**src/rtl/i2c_pkg.sv**
```systemverilog
// Shared definitions for the I2C master control stage and its datapath:
// state codes decoded by i2c_datapath, the default SCL divider and a helper
// that maps each byte-transfer state to the acknowledge slot that follows it.
package i2c_pkg;

    typedef enum logic [7:0] {
        ST_IDLE       = 8'h00,
        ST_START      = 8'h01,
        ST_ADDRESS    = 8'h02,
        ST_READ_ACK   = 8'h03,
        ST_WRITE_DATA = 8'h04,
        ST_READ_ACK2  = 8'h05,
        ST_READ_DATA  = 8'h06,
        ST_WRITE_ACK2 = 8'h07,
        ST_STOP       = 8'h08
    } state_t;

    localparam int         CLK_DIV_DEFAULT = 4;
    localparam logic [3:0] BIT_MSB         = 4'd7;

    // Acknowledge slot that follows a completed byte phase.
    function automatic state_t byte_done_next(state_t s);
        case (s)
            ST_ADDRESS:    return ST_READ_ACK;
            ST_WRITE_DATA: return ST_READ_ACK2;
            ST_READ_DATA:  return ST_WRITE_ACK2;
            default:       return ST_STOP;
        endcase
    endfunction

endpackage

```
**src/rtl/i2c_master_ctrl_if.sv**
```systemverilog
// Command handshake and datapath-facing bus of the I2C master control stage.
// master: the controller side; slave: whoever issues commands and observes it.
interface i2c_master_ctrl_if;
    import i2c_pkg::*;

    logic       cmd_valid;
    logic       cmd_ready;
    logic       cmd_rw;
    logic       rw;
    logic       sda_in;
    logic       scl;
    state_t     state;
    logic [3:0] count;
    logic       i2c_scl_en;
    logic       busy;
    logic       done;
    logic       nack_err;

    modport master (
        input  cmd_valid, cmd_rw, sda_in,
        output cmd_ready, rw, scl, state, count, i2c_scl_en, busy, done, nack_err
    );

    modport slave (
        output cmd_valid, cmd_rw, sda_in,
        input  cmd_ready, rw, scl, state, count, i2c_scl_en, busy, done, nack_err
    );

endinterface

```
**src/rtl/i2c_scl_gen.sv**
```systemverilog
// SCL generator: half-period counter, SCL toggle and one-clock edge pulses.
// While disabled SCL idles high and the counter is cleared, so the first
// falling edge lands exactly CLK_DIV clocks after enable. 'hold' parks SCL
// high (used to stretch the final high phase of the STOP period).
module i2c_scl_gen #(
    parameter int CLK_DIV = 4
) (
    input  logic clk,
    input  logic resetN,
    input  logic en,
    input  logic hold,
    output logic scl,
    output logic scl_rise,
    output logic scl_fall,
    output logic half_done
);
    localparam logic [9:0] LAST = 10'(CLK_DIV - 1);

    logic [9:0] cnt_reg;

    assign half_done = en && (cnt_reg == LAST);

    // Half-period counter and SCL toggle with registered edge pulses.
    always_ff @(posedge clk or negedge resetN) begin
        if (!resetN) begin
            cnt_reg  <= '0;
            scl      <= 1'b1;
            scl_rise <= 1'b0;
            scl_fall <= 1'b0;
        end else begin
            scl_rise <= 1'b0;
            scl_fall <= 1'b0;
            if (!en) begin
                cnt_reg <= '0;
                scl     <= 1'b1;
            end else if (cnt_reg == LAST) begin
                cnt_reg <= '0;
                if (!(hold && scl)) begin
                    scl      <= ~scl;
                    scl_rise <= ~scl;
                    scl_fall <= scl;
                end
            end else begin
                cnt_reg <= cnt_reg + 10'd1;
            end
        end
    end

endmodule

```
**src/rtl/i2c_master_ctrl.sv**
```systemverilog
// I2C master control stage: accepts single-byte read/write commands, runs
// the START/ADDRESS/ACK/DATA/ACK/STOP sequence one SCL period per bit and
// samples the slave ACK slots. State and bit count advance on the clock after
// an SCL rising edge so they are stable at every falling edge.
// STOP keeps SCL high for its last half period and returns to IDLE at the
// point where the next falling edge would have been.
// Build option: I2C_NACK_ABORT_EN -- a NACK on the address byte skips the
// data phase and goes straight to STOP.
module i2c_master_ctrl
    import i2c_pkg::*;
#(
    parameter int CLK_DIV = CLK_DIV_DEFAULT
) (
    input  logic clk,
    input  logic resetN,
    i2c_master_ctrl_if.master bus
);
    state_t     state_reg;
    logic [3:0] count_reg;
    logic       scl_en_reg;
    logic       park_reg;
    logic       rw_reg;
    logic       ready_reg;
    logic       busy_reg;
    logic       done_reg;
    logic       nack_reg;

    logic       scl_w;
    logic       scl_rise;
    logic       scl_fall;
    logic       half_done;
    state_t     data_state;

    i2c_scl_gen #(.CLK_DIV(CLK_DIV)) u_scl_gen (
        .clk       (clk),
        .resetN    (resetN),
        .en        (scl_en_reg),
        .hold      (park_reg),
        .scl       (scl_w),
        .scl_rise  (scl_rise),
        .scl_fall  (scl_fall),
        .half_done (half_done)
    );

    assign data_state     = rw_reg ? ST_READ_DATA : ST_WRITE_DATA;

    assign bus.cmd_ready  = ready_reg;
    assign bus.rw         = rw_reg;
    assign bus.scl        = scl_w;
    assign bus.state      = state_reg;
    assign bus.count      = count_reg;
    assign bus.i2c_scl_en = scl_en_reg;
    assign bus.busy       = busy_reg;
    assign bus.done       = done_reg;
    assign bus.nack_err   = nack_reg;

    // Transaction sequencer, bit counter, ACK sampling and status outputs.
    always_ff @(posedge clk or negedge resetN) begin
        if (!resetN) begin
            state_reg  <= ST_IDLE;
            count_reg  <= BIT_MSB;
            scl_en_reg <= 1'b0;
            park_reg   <= 1'b0;
            rw_reg     <= 1'b0;
            ready_reg  <= 1'b1;
            busy_reg   <= 1'b0;
            done_reg   <= 1'b0;
            nack_reg   <= 1'b0;
        end else begin
            done_reg <= 1'b0;
            case (state_reg)
                ST_IDLE: begin
                    if (bus.cmd_valid) begin
                        state_reg  <= ST_START;
                        count_reg  <= BIT_MSB;
                        scl_en_reg <= 1'b1;
                        ready_reg  <= 1'b0;
                        busy_reg   <= 1'b1;
                        rw_reg     <= bus.cmd_rw;
                        nack_reg   <= 1'b0;
                    end
                end
                ST_START: begin
                    if (scl_rise) begin
                        state_reg <= ST_ADDRESS;
                        count_reg <= BIT_MSB;
                    end
                end
                ST_ADDRESS, ST_WRITE_DATA, ST_READ_DATA: begin
                    if (scl_rise) begin
                        if (count_reg == 4'd0) begin
                            state_reg <= byte_done_next(state_reg);
                            count_reg <= BIT_MSB;
                        end else begin
                            count_reg <= count_reg - 4'd1;
                        end
                    end
                end
                ST_READ_ACK: begin
                    if (scl_rise) begin
                        count_reg <= BIT_MSB;
                        if (bus.sda_in) begin
                            nack_reg <= 1'b1;
                        end
`ifdef I2C_NACK_ABORT_EN
                        state_reg <= bus.sda_in ? ST_STOP : data_state;
`else
                        state_reg <= data_state;
`endif
                    end
                end
                ST_READ_ACK2: begin
                    if (scl_rise) begin
                        if (bus.sda_in) begin
                            nack_reg <= 1'b1;
                        end
                        state_reg <= ST_STOP;
                    end
                end
                ST_WRITE_ACK2: begin
                    if (scl_rise) begin
                        state_reg <= ST_STOP;
                    end
                end
                ST_STOP: begin
                    if (scl_fall) begin
                        park_reg <= 1'b1;
                    end
                    if (park_reg && half_done && scl_w) begin
                        state_reg  <= ST_IDLE;
                        scl_en_reg <= 1'b0;
                        park_reg   <= 1'b0;
                        ready_reg  <= 1'b1;
                        busy_reg   <= 1'b0;
                        done_reg   <= 1'b1;
                    end
                end
                default: begin
                    state_reg  <= ST_IDLE;
                    count_reg  <= BIT_MSB;
                    scl_en_reg <= 1'b0;
                    park_reg   <= 1'b0;
                    ready_reg  <= 1'b1;
                    busy_reg   <= 1'b0;
                end
            endcase
        end
    end

endmodule
```
**src/flat_wrapper.sv**
```systemverilog
// flat-port wrapper written by rule: the top's interface ports become plain ports
module i2c_master_ctrl_flat import i2c_pkg::*;
#(
    parameter int CLK_DIV = CLK_DIV_DEFAULT
)
  (clk, resetN, bus_cmd_valid, bus_cmd_rw, bus_sda_in, bus_cmd_ready, bus_rw, bus_scl, bus_state, bus_count, bus_i2c_scl_en, bus_busy, bus_done, bus_nack_err);
  i2c_master_ctrl_if bus_i ();
  input  logic clk;
  input  logic resetN;
  input wire logic [$bits(bus_i.cmd_valid)-1:0] bus_cmd_valid;
  input wire logic [$bits(bus_i.cmd_rw)-1:0] bus_cmd_rw;
  input wire logic [$bits(bus_i.sda_in)-1:0] bus_sda_in;
  output wire logic [$bits(bus_i.cmd_ready)-1:0] bus_cmd_ready;
  output wire logic [$bits(bus_i.rw)-1:0] bus_rw;
  output wire logic [$bits(bus_i.scl)-1:0] bus_scl;
  output wire logic [$bits(bus_i.state)-1:0] bus_state;
  output wire logic [$bits(bus_i.count)-1:0] bus_count;
  output wire logic [$bits(bus_i.i2c_scl_en)-1:0] bus_i2c_scl_en;
  output wire logic [$bits(bus_i.busy)-1:0] bus_busy;
  output wire logic [$bits(bus_i.done)-1:0] bus_done;
  output wire logic [$bits(bus_i.nack_err)-1:0] bus_nack_err;
  assign bus_i.cmd_valid = bus_cmd_valid;
  assign bus_i.cmd_rw = bus_cmd_rw;
  assign bus_i.sda_in = bus_sda_in;
  assign bus_cmd_ready = bus_i.cmd_ready;
  assign bus_rw = bus_i.rw;
  assign bus_scl = bus_i.scl;
  assign bus_state = bus_i.state;
  assign bus_count = bus_i.count;
  assign bus_i2c_scl_en = bus_i.i2c_scl_en;
  assign bus_busy = bus_i.busy;
  assign bus_done = bus_i.done;
  assign bus_nack_err = bus_i.nack_err;
  i2c_master_ctrl #(.CLK_DIV(CLK_DIV)) u_core (.clk(clk), .resetN(resetN), .bus(bus_i));
endmodule
```
**config.mk**
```make
export PLATFORM = sky130hd
export DESIGN_NAME = i2c_master_ctrl_flat
export DESIGN_NICKNAME = d
export VERILOG_FILES = /design/src/rtl/i2c_pkg.sv /design/src/rtl/i2c_master_ctrl_if.sv /design/src/rtl/i2c_scl_gen.sv /design/src/rtl/i2c_master_ctrl.sv /design/src/flat_wrapper.sv
export SDC_FILE = /design/constraint.sdc
export NUM_CORES = 1
export LEC_CHECK = 0
export ABC_AREA = 1
export CAP_MARGIN = 30
export CORE_ASPECT_RATIO = 0.75
export CORE_MARGIN = 5
export CORE_UTILIZATION = 45
export CTS_CLUSTER_SIZE = 14
export DETAILED_ROUTE_END_ITERATION = 16
export DONT_BUFFER_PORTS = 1
export SYNTH_ARGS = -nofsm -noshare
export SYNTH_HDL_FRONTEND = slang
export SYNTH_SLANG_ARGS = --single-unit
```
**constraint.sdc**
```tcl
create_clock -name clk -period 4.17 [get_ports clk]
set_clock_uncertainty 0.05 [all_clocks]
set_input_delay 0.417 -clock clk [delete_from_list [all_inputs] [get_ports clk]]
set_output_delay 0.417 -clock clk [all_outputs]
set_load 0.01 [all_outputs]
```
* Yosys cells after proc, flatten, opt, wreduce, memory -nomap -nowiden
Index checks and enable logic that the tools add are counted.
Word-level totals: bits in registers 31, output and inout bits 19, word-level logic and storage cells 101
Cells by class: reduce and logical (&&, ||, !) cells 21, muxes and demuxes 40, add/sub/neg operators 2, eq/ne operators 22, bitwise logic cells 4
Operators with widths (number):
- 2-to-1 mux 8 bit | 7
- one-hot mux 8 bit (6 select lines) | 1
- == test 8 x 3 -> 1 bit, second input constant | 4
- 2-to-1 mux 10 bit | 2
- 2-to-1 mux 1 bit | 19
- == test 8 x 2 -> 1 bit, second input constant | 2
- 2-to-1 mux 4 bit | 4
- one-hot mux 4 bit (4 select lines) | 1
- inequality test 2 x 1 -> 1 bit, second input constant | 6
- inequality test 2 bit, second input constant | 6
- one-hot mux 4 bit (3 select lines) | 1
- adder 10 x 1 -> 10 bit, second input constant | 1
- == test 10 x 2 -> 1 bit, second input constant | 1
- == test 8 x 1 -> 1 bit, second input constant | 1
- == test 8 x 4 -> 1 bit, second input constant | 1
- zero test 8 bit | 1
- AND reduction 4 bit | 2
- OR reduction 8 bit | 1
- AND reduction 7 bit | 1
- OR reduction 7 bit | 1
- one-hot mux 1 bit (3 select lines) | 2
- AND reduction 2 bit | 3
- OR reduction 2 bit | 3
- OR reduction 3 bit | 2
- other kinds (9) | 16

* Longest topological paths before layout
depth after elaboration 6, depth in mapped cells 8

* Modules after synthesis
Synthesis repeated with hierarchy kept, for this count alone.
Second synthesis, totals: cell total of the unflattened synthesis 225, area, all modules 1631.6 sq um
Modules (own cells, without submodules):
- i2c_master_ctrl | times used 1, seq. area each 355.3 sq um, area an instance 913.4 sq um, cells each 130
- i2c_scl_gen | times used 1, seq. area each 326.6 sq um, area an instance 718.2 sq um, cells each 95

* Least setup slack after synthesis
OpenSTA, ideal clock, no wires.
path type reg2reg, start reg u_core.count_reg[0], in the netlist u_core.bus.count[0], end reg u_core.state_reg[1], in the netlist u_core.bus.state[1], data arrival time 1295 ps, period minus slack after synthesis 1462 ps, path slack 2708 ps, cell stages (with the launch flop) 8, setup time 117 ps, path through dfstp_2 > inv_1 > ha_1 > nor3b_1 > nor2_2 > nor2_4 > nand3_1 > nand2_1
Between the ends: longest elaborated chain between the ends 3
RTL lines:
- start: declaration | line i2c_master_ctrl.sv:19 | logic [3:0] count_reg;
- start signal: assignment | line i2c_master_ctrl.sv:95 | count_reg <= count_reg - 4'd1;
- zero test 4 bit | line i2c_master_ctrl.sv:91 | if (count_reg == 4'd0) begin
- inequality test 2 x 1 -> 1 bit (no source line)
- AND reduction 7 bit (no source line)
- end signal: assignment | line i2c_master_ctrl.sv:92 | state_reg <= byte_done_next(state_reg);
- end signal: assignment | line i2c_master_ctrl.sv:108 | state_reg <= data_state;
- end: declaration | line i2c_master_ctrl.sv:18 | state_t state_reg;
No other way between the ends. A chain may end at the register's enable or synchronous reset.

* Worst setup path after layout
start reg u_core.count_reg[0], in the netlist u_core.bus.count[0], end reg u_core.state_reg[2], in the netlist u_core.bus.state[2]
The elaborated chain is that of the path after synthesis.

==> impl_metrics.csv <==
group,metric,value,unit
layout,area_growth,5.35,%
synth,synth_top_area_share,36.8,%
setup_path,cpMostUsedCell,"nand2_1",
clocking,cts_root_buffer,"clkbuf_8",
drt,dr.pass1.iters,4,
global_routing,grt_pass1_wl,4960,um
synth,synth_area_leader_cell,"dfrtp_1",
clocking,clkTransAtPathRegs,0.09,ns
power,switchingPower,0.417,mW
die,die_w,76.6,um
timing,fmax,0.620,GHz
outcome,status,"complete, no violations",
power,leakage,0.721,nW
global_routing,grt_max_degree,28,
timing,timing_hold_violations_final,0,
synth,synth_seq_cells,27,
layout,nNetsFinal,181,
setup_path,r2r-end,"u_core.bus.state[2]$_DFFE_PN0P_",
die,initial_core_util,46.1,%
drt,vias_per_cell,4.98,
synth,yosysSeqAreaShare,45.6,%
timing,slew_viol_final,0,
timing,timing.hold.ws,0.241,ns
synth,yosysUniqueCellTypes,36,
timing,setup_viol,0,
power,ir_worst_vdd,267,uV
clocking,post_cts_resized,0,
setup_path,required,4.28,ns
die,core-area,3240,um^2
drt,detail_route.wl_per_cell,12.9,um
die,rows,18,
global_routing,overflow,0,
power,pwr-share-comb,38.1,%
place,place.port_buffers,0,
synth,synth.area.top_cells,"dfrtp_1 (37%), dfstp_2 (8.8%), nand2_1 (8.0%)",
hold_path,hp-class,"primary input to flip-flop",
drt,vias,1061,
die,die_area,4590,um^2
clocking,post_cts_buffers,0,
power,power.density,604,nW/um^2
setup_path,critical_path.endpoint,"u_core.bus.state[2]$_DFFE_PN0P_",
power,seq_power_share,46.6,%
setup_path,slowest_delay,0.40,ns
clocking,clk_latency,0.27,ns
layout,largest_reg_flops,10,
synth,ys_warn_count,0,
drt,drt_iter0_markers,53,
setup_path,critical_path_arrival,1.73,ns
setup_path,cp_cell_sequence,"inv_1 -> ha_1 -> nor3b_1 -> nor2_2 -> nor2_4 -> nand2_4 -> nand2_1 -> nand2_1",
drt,drc,0,
setup_path,critPathKind,"flip-flop to flip-flop",
setup_path,reg2reg_slack,2.56,ns
drt,ant_nets,0,
setup_path,r2r_start,"u_core.bus.count[0]$_DFFE_PN1P_",
place,dpl.hpwl,2160,um
synth,synth.avg_cell_area,8.75,um^2
timing,fin_crit_sh,38.7,%
timing,min_period,1.61,ns
timing,rsz0062_at_grt,"false",
synth,synth_area,1500,um^2
clocking,cts.htree.levels,1,
synth,synthCells,171,
global_routing,grtUsageTotal,13.7,%
global_routing,antenna_found_initial,0,
die,io_pins,24,
layout,final_cell_mix,"nand2_1 (32), dfrtp_1 (22), nor2_1 (19)",
setup_path,r2r_cells,8,
clocking,cts_buffer_depth,2,
power,intPower,0.535,mW
die,die_y,59.9,um
timing,tns,0,ns
setup_path,worstSetupStartpointType,"flip-flop",
layout,final_common_cell,"nand2_1",
run,max_cap_violations,0,
power,switching_share,43.8,%
layout,diodes,0,
clocking,cts_tree,"done",
place,gp_congestion,0.926,
setup_path,slowest_stage,"dfstp_2",
clocking,clkSinkCount,27,
drt,wl,2750,um
setup_path,endpoint_kind,"flip-flop",
power,pwr-share-clk,15.3,%
layout,drive_above_1_share,19.7,%
clocking,cts-buffers-inserted,3,
setup_path,crit_path_start,"u_core.bus.count[0]$_DFFE_PN1P_",
global_routing,grt_pass1_vias,1045,
setup_path,worst-path-max-fanout,4,
-- final cells by class --
type,instances,area [um^2]
Inverter,20,75.1
Sequential cell,27,682
Fill cell,309,1670
Timing Repair Buffer,2,30.0
Tap cell,40,50.0
Clock buffer,4,45.0
Multi-Input combinational cell,120,694
-- power by group through the flow --
stage | sequential [mW] | clock (mW) | combinational, mW
2_1_floorplan | 0.408 | 0 | 0.337
3_3_place_gp | 0.448 | 0 | 0.348
3_5_place_dp | 0.450 | 0 | 0.355
4_1_cts | 0.447 | 0.150 | 0.364
5_1_grt | 0.457 | 0.159 | 0.416
6_report | 0.444 | 0.146 | 0.363
-- synth_stat cells, drive strengths merged --
library cell / instances
buf: 7
dfstp: 5
clkinv: 1
nor3b: 2
nor3: 6
o21ai: 8
mux2: 1
o2111ai: 1
dfrtp: 22
nand3b: 1
inv: 19
nand2: 37
ha: 2
xnor2: 2
a21oi: 5
or2: 2
nor2: 26
o211ai: 1
nand4: 1
a31oi: 1
xor2: 4
conb: 1
nand3: 16
-- how the worst min path moves through the flow --
stage | slack [ns] | end | cells past startpoint | from
6_report | 0.24 | u_core.bus.rw$_DFFE_PN0P_ | 1 | bus_cmd_rw
5_1_grt | 0.23 | u_core.bus.rw$_DFFE_PN0P_ | 1 | bus_cmd_rw
4_1_cts | 0.24 | u_core.bus.rw$_DFFE_PN0P_ | 1 | bus_cmd_rw
3_5_place_dp | 0.07 | u_core.u_scl_gen.cnt_reg[3]$_DFF_PN0_ | 0 | resetN
3_3_place_gp | 0.07 | u_core.u_scl_gen.cnt_reg[5]$_DFF_PN0_ | 0 | resetN
2_1_floorplan | 0.07 | u_core.bus.count[3]$_DFFE_PN0P_ | 0 | resetN
-- repair_timing --
item                                   in CTS  in global routing
endpoints found under the hold margin      27                  0
hold buffers                                2                  0
setup endpoints to repair                   0                  0
-- cell families after synthesis --
group | share of synthesized area [%]
AO/OA/AOI/OAI | 6.61
AND/OR/NAND/NOR | 32.6
adder cells (fa/ha/maj) | 1.67
flip-flops | 45.6
buffers and inverters | 8.78
XOR/XNOR | 3.51
multiplexers | 1.00
other | 0.251
-- critical path, delay by kind of cell, from the launching register on --
| kind | cells | cell delay, ns |
|---|---|---|
| flops | 1 | 0.40 |
| buf+inv | 1 | 0.10 |
| fa+ha+maj | 1 | 0.20 |
| simple gates | 6 | 0.76 |
-- routing by layer --
metal | wire (um) | global-route usage, % | part of all wire, %
met1 | 1340 | 18.2 | 49
met2 | 1210 | 20.7 | 44
met3 | 173 | 5.57 | 6.3
met4 | 25 | 4.24 | 0.91
met5 | 0 | 0 | 0
-- through the flow --
step           utilization [%]  area (um^2)  power (mW)  std cells  setup slack (ns)
6_report                  48.6         1580       0.952        213              2.56
5_1_grt                   48.6         1580        1.03        213              2.41
4_1_cts                   48.6         1580       0.961        213              2.55
3_5_place_dp              46.3         1500       0.805        207              2.57
3_3_place_gp              46.3         1500       0.796        207              2.61
2_1_floorplan                -         1510       0.745        174              2.71
No activity file was read; power rests on OpenSTA's default activity.
